===== config.mk =====
export PLATFORM = sky130hd
export DESIGN_NAME = merge_out_fifo_flat
export DESIGN_NICKNAME = d
export VERILOG_FILES = /design/src/rtl/merge_pkg.sv /design/src/rtl/merge_out_fifo_if.sv /design/src/rtl/merge_out_fifo_sync2.sv /design/src/rtl/merge_out_fifo.sv /design/src/flat_wrapper.sv
export SDC_FILE = /design/constraint.sdc
export NUM_CORES = 1
export LEC_CHECK = 0
export ABC_AREA = 0
export BUFFER_PORTS_ARGS = -buffer_cell sky130_fd_sc_hd__buf_2
export CORE_UTILIZATION = 55
export CTS_BUF_LIST = sky130_fd_sc_hd__clkbuf_4
export DETAILED_ROUTE_END_ITERATION = 16
export PLACE_DENSITY = 0.76
export SETUP_SLACK_MARGIN = 0.15
export SLEW_MARGIN = 20
export SYNTH_ARGS = -nofsm -noshare
export SYNTH_HDL_FRONTEND = slang
export SYNTH_SLANG_ARGS = --single-unit
export TNS_END_PERCENT = 10

===== constraint.sdc =====
create_clock -name clk -period 3.3 [get_ports clk]
set_clock_uncertainty 0.05 [all_clocks]
set_input_delay 0.99 -clock clk [delete_from_list [all_inputs] [get_ports clk]]
set_output_delay 0.99 -clock clk [all_outputs]
set_load 0.005 [all_outputs]

===== src/rtl/merge_pkg.sv =====
// Shared types and defaults for the merge output FIFO.
// Handshake FSM state encodings live here so the bench and RTL agree.
package merge_pkg;

    localparam int MERGE_WIDTH_DEFAULT = 8;
    localparam int MERGE_DEPTH_DEFAULT = 4;

    typedef enum logic {
        IN_IDLE = 1'b0,
        IN_ACK  = 1'b1
    } in_state_t;

    typedef enum logic [1:0] {
        OUT_IDLE = 2'd0,
        OUT_REQ  = 2'd1,
        OUT_WAIT = 2'd2
    } out_state_t;

endpackage


===== src/rtl/merge_out_fifo_if.sv =====
// 4-phase bundled-data handshake bundle for merge_out_fifo.
// master drives upstream request and downstream acknowledge.
interface merge_out_fifo_if
    import merge_pkg::*;
#(
    parameter int WIDTH = MERGE_WIDTH_DEFAULT,
    parameter int DEPTH = MERGE_DEPTH_DEFAULT
);

    localparam int CW = $clog2(DEPTH) + 1;

    logic             in_req;
    logic [WIDTH-1:0] in_data;
    logic             in_ack;
    logic             out_req;
    logic [WIDTH-1:0] out_data;
    logic             out_ack;
    logic [CW-1:0]    count;

    modport master (
        output in_req,
        output in_data,
        output out_ack,
        input  in_ack,
        input  out_req,
        input  out_data,
        input  count
    );

    modport slave (
        input  in_req,
        input  in_data,
        input  out_ack,
        output in_ack,
        output out_req,
        output out_data,
        output count
    );

endinterface


===== src/rtl/merge_out_fifo_sync2.sv =====
// Two-flop synchroniser for a single asynchronous level.
// Async active-high reset clears both stages.
module sync2 (
    input  logic clk,
    input  logic rst,
    input  logic d,
    output logic q
);

    logic s1;

    always_ff @(posedge clk or posedge rst) begin
        if (rst) begin
            s1 <= 1'b0;
            q  <= 1'b0;
        end else begin
            s1 <= d;
            q  <= s1;
        end
    end

endmodule


===== src/rtl/merge_out_fifo.sv =====
// 4-phase in / 4-phase out FIFO behind a merge element.
// Define MERGE_OUT_FIFO_SYNC_EN to synchronise in_req and out_ack.
module merge_out_fifo
    import merge_pkg::*;
#(
    parameter int WIDTH = MERGE_WIDTH_DEFAULT,
    parameter int DEPTH = MERGE_DEPTH_DEFAULT
) (
    input  logic            clk,
    input  logic            rst,
    merge_out_fifo_if.slave bus
);

    localparam int PW = $clog2(DEPTH);
    localparam int CW = PW + 1;

    logic in_req_s;
    logic out_ack_s;

`ifdef MERGE_OUT_FIFO_SYNC_EN
    sync2 u_sync_req (
        .clk (clk),
        .rst (rst),
        .d   (bus.in_req),
        .q   (in_req_s)
    );

    sync2 u_sync_ack (
        .clk (clk),
        .rst (rst),
        .d   (bus.out_ack),
        .q   (out_ack_s)
    );
`else
    assign in_req_s  = bus.in_req;
    assign out_ack_s = bus.out_ack;
`endif

    in_state_t        in_state;
    out_state_t       out_state;
    logic [WIDTH-1:0] mem [DEPTH];
    logic [PW-1:0]    wptr;
    logic [PW-1:0]    rptr;
    logic [CW-1:0]    cnt;
    logic [WIDTH-1:0] data_q;
    logic             full;
    logic             push;
    logic             pop;

    // Occupancy alone decides full/empty; pointers are equal in both.
    assign full = (cnt == CW'(DEPTH));
    assign push = (in_state == IN_IDLE) && in_req_s && !full;
    assign pop  = (out_state == OUT_REQ) && out_ack_s;

    always_ff @(posedge clk or posedge rst) begin
        if (rst) begin
            in_state <= IN_IDLE;
        end else begin
            unique case (in_state)
                IN_IDLE: if (push)      in_state <= IN_ACK;
                IN_ACK:  if (!in_req_s) in_state <= IN_IDLE;
                default:                in_state <= IN_IDLE;
            endcase
        end
    end

    always_ff @(posedge clk) begin
        if (push) mem[wptr] <= bus.in_data;
    end

    always_ff @(posedge clk or posedge rst) begin
        if (rst) begin
            out_state <= OUT_IDLE;
            data_q    <= '0;
        end else begin
            unique case (out_state)
                OUT_IDLE: begin
                    if (cnt != '0) begin
                        data_q    <= mem[rptr];
                        out_state <= OUT_REQ;
                    end
                end
                OUT_REQ:  if (out_ack_s)  out_state <= OUT_WAIT;
                OUT_WAIT: if (!out_ack_s) out_state <= OUT_IDLE;
                default:                  out_state <= OUT_IDLE;
            endcase
        end
    end

    always_ff @(posedge clk or posedge rst) begin
        if (rst) begin
            wptr <= '0;
            rptr <= '0;
            cnt  <= '0;
        end else begin
            if (push) wptr <= wptr + 1'b1;
            if (pop)  rptr <= rptr + 1'b1;
            if (push && !pop)      cnt <= cnt + 1'b1;
            else if (pop && !push) cnt <= cnt - 1'b1;
        end
    end

    assign bus.in_ack   = (in_state == IN_ACK);
    assign bus.out_req  = (out_state == OUT_REQ);
    assign bus.out_data = data_q;
    assign bus.count    = cnt;

endmodule

===== src/flat_wrapper.sv =====
// flat-port wrapper written by rule: the top's interface ports become plain ports
module merge_out_fifo_flat import merge_pkg::*;
#(
    parameter int WIDTH = MERGE_WIDTH_DEFAULT,
    parameter int DEPTH = MERGE_DEPTH_DEFAULT
)
  (clk, rst, bus_in_req, bus_in_data, bus_out_ack, bus_in_ack, bus_out_req, bus_out_data, bus_count);
  merge_out_fifo_if #(.WIDTH(WIDTH), .DEPTH(DEPTH)) bus_i ();
  input  logic clk;
  input  logic rst;
  input wire logic [$bits(bus_i.in_req)-1:0] bus_in_req;
  input wire logic [$bits(bus_i.in_data)-1:0] bus_in_data;
  input wire logic [$bits(bus_i.out_ack)-1:0] bus_out_ack;
  output wire logic [$bits(bus_i.in_ack)-1:0] bus_in_ack;
  output wire logic [$bits(bus_i.out_req)-1:0] bus_out_req;
  output wire logic [$bits(bus_i.out_data)-1:0] bus_out_data;
  output wire logic [$bits(bus_i.count)-1:0] bus_count;
  assign bus_i.in_req = bus_in_req;
  assign bus_i.in_data = bus_in_data;
  assign bus_i.out_ack = bus_out_ack;
  assign bus_in_ack = bus_i.in_ack;
  assign bus_out_req = bus_i.out_req;
  assign bus_out_data = bus_i.out_data;
  assign bus_count = bus_i.count;
  merge_out_fifo #(.WIDTH(WIDTH), .DEPTH(DEPTH)) u_core (.clk(clk), .rst(rst), .bus(bus_i));
endmodule

==> reports/metrics.cfg <==
[synth]
synth-edff-count=32
syn_nets=123
yosysMostFrequentCell=edfxtp_1
synth_seq_cells=50
ys_seq_area_share_pct=69.9
synth.largest_area_cell=edfxtp_1
synthCells=105
synth_ff_type=edfxtp_1
synthDistinctLibCells=24
synth_top_area_share_pct=47.6
async_flop_share_pct=36.0
syn_avg_cell_area_um2=19.2
yosysWarnings=0
syn_area_um2=2020
synth_common_cells=edfxtp_1, dfrtp_1, mux2_4, mux4_2, inv_1
yosys-top-cells-area=edfxtp_1, dfrtp_1, mux4_2, mux2_4, ha_1

[global_route]
grt_usage_pct=18.5
grt_pass1_wl_um=5130
grt_pass1_vias=1034
antenna_found_initial=0
grt_overflow=0
grt_max_degree=19

[timing]
setup_violations=0
hold_violations=0
rsz0062_at_grt=no
finalWorstSetupSlack_ps=999
worstMarginPinSlew_ps=673
timing.final.crit_share_pct=69.7
max_slew_margin_pct=55.1
tns_ps=0
min_period_ps=2300
fin_hold_ws_ps=469
finalMaxSlewViolations=0
fmax_mhz=435

[clock_tree]
h-tree-depth=2
cts_root_buffer=clkbuf_4
cts_buffer_depth=2
cts_setup_buffers=0
cts_resized=0
clock-sinks=50
holdBufCountCts=0
cts_tree=done
cts_buffers=5
clock_latency_ps=380
path_clk_slew_ps=160

[worst_setup_path]
cp.arrival_ps=1260
crit_fanout=5
slowest_stage=dfrtp_1
cp.required_ps=2260
startpoint_type=flip-flop
path_delay_family=flip-flops
cpPeakStageDelay_ps=400
crit_type=flip-flop to primary output
worst_setup_path_end_kind=primary output
rrSetupSlack_ps=1100
reg2reg_from=u_core.bus.count[2]$_DFFE_PP0P_
crit_start=u_core.out_state[0]$_DFFE_PP0P_
r2r_cells=8
r2r-end=u_core.bus.count[2]$_DFFE_PP0P_
critPathBufInv=1
path_cells=nor2b_1 > buf_2

[floorplan]
die_h_um=62.6
row_count=21
pin_count=25
die_x_um=62.6
initial_core_util_pct=59.1
core_area_um2=3420
die-area_um2=3920

[detailed_routing]
firstDrtPassIters=4
via_per_inst=5.32
route.antenna.remaining_nets=0
first_iter_violations=25
drc=0
vias=958
drt-total-wl_um=3000
wl_per_cell_um=16.7

[worst_hold_path]
hold-path-endpoint=u_core.bus.count[2]$_DFFE_PP0P_
hp-start=u_core.bus.count[2]$_DFFE_PP0P_
hold_path_class=flip-flop to flip-flop
hold_depth=1

[final_layout]
diodes=0
fillers=252
drive_above_1_share_pct=37.3
nNetsFinal=151
area_growth_pct=10.4
fin_util_pct=65.3

[pwr]
p_leak_nw=0.886
total_power_mw=1.87
vdd_drop_max_mv=0.433
power_density_nw_per_um2=840

[job]
cap_viol_max_count=0

[placement]
gp_congestion=0.673
port-buffer-count=24
post-place-ws_ps=633
hpwlAfterDp_um=1990

[run_status]
status=complete, no violations

-- cell families after synthesis --
kind of cell | Yosys count | share of synthesized area [%]
adders and majority gates | 6 | 4.09
DFF | 50 | 69.9
and+or+nand+nor | 13 | 4.03
buffers and inverters | 9 | 2.42
muxes | 18 | 16.0
xor gates and xnor gates | 6 | 2.60
AOI/OAI and AO/OA | 3 | 0.991
-- cell usage in the layout (no fill, tap or decap) --
cell and n:
nor3b_2 1, xnor2_1 4, and2_1 4, nor3_1 1
nor2_1 1, inv_1 6, mux2_4 8, or3_1 1
xor2_1 2, o21a_1 1, buf_2 24, dfrtp_1 18
clkbuf_4 5, nand2_1 1, clkinv_4 2, nor2b_1 2
edfxtp_1 32, mux2_2 2, o21ai_0 1, fa_1 1
nand3_1 1, nor3b_1 1, clkinv_1 1, a21boi_0 1
mux4_2 8, ha_1 5
-- report_power, final --
| group | internal [mW] | switching [mW] |
|---|---|---|
| combinational | 0.384 | 0.240 |
| sequential | 0.831 | 0.143 |
| clock | 0.0835 | 0.191 |
| total | 1.30 | 0.574 |
-- state kept, by name, indices dropped and copies added, names as in the netlist --
| register | flops |
|---|---|
| u_core.out_state | 2 |
| u_core.bus.count | 3 |
| u_core.bus.in_ack | 1 |
| u_core.rptr | 2 |
| u_core.bus.out_data | 8 |
| u_core.wptr | 2 |
| u_core.mem | 32 |
-- stage by stage --
stage                     instance area, um2  instances
after floorplan                         2020        105
after global placement                  2170        172
after detailed placement                2170        172
after CTS                               2230        180
after global routing                    2230        180
final                                   2230        180
-- worst max path at each step --
stage / end / cells after the start / slack (ps)
after CTS: bus_out_req / 2 / 960
after floorplan: u_core.bus.count[2]$_DFFE_PP0P_ / 7 / 850
final: bus_out_req / 2 / 1000
after detailed placement: u_core.bus.count[2]$_DFFE_PP0P_ / 8 / 630
after global routing: bus_out_req / 2 / 870
after global placement: u_core.bus.count[2]$_DFFE_PP0P_ / 8 / 710
-- layer usage --
layer | vias up | part of all wire [%] | global-route usage (%)
li1 | 442 | - | -
met1 | 490 | 42 | 23.2
met2 | 21 | 52 | 29.5
met3 | 5 | 4.1 | 4.01
met4 | 0 | 1.7 | 11.3
met5 | - | 0 | 0
-- worst register-to-register path, stage by stage (launching register included) --
cell     delay (ps)
dfrtp_1         430
nor3b_1         170
nor3b_2         360
ha_1            270
inv_1            60
fa_1            370
xor2_1          150
nor2_1          130
xor2_1          150
-- cell type report --
class	count	area, um2	share of cell area, %
clock inverters	3	21.3	0.954
inverters	6	22.5	1.01
clock buffers	5	37.5	1.68
well taps	46	57.6	2.58
multi-input cells	46	559	25.1
flip-flops and latches	50	1410	63.3
repair buffers	24	120	5.39
(Power assumes the default switching activity.)
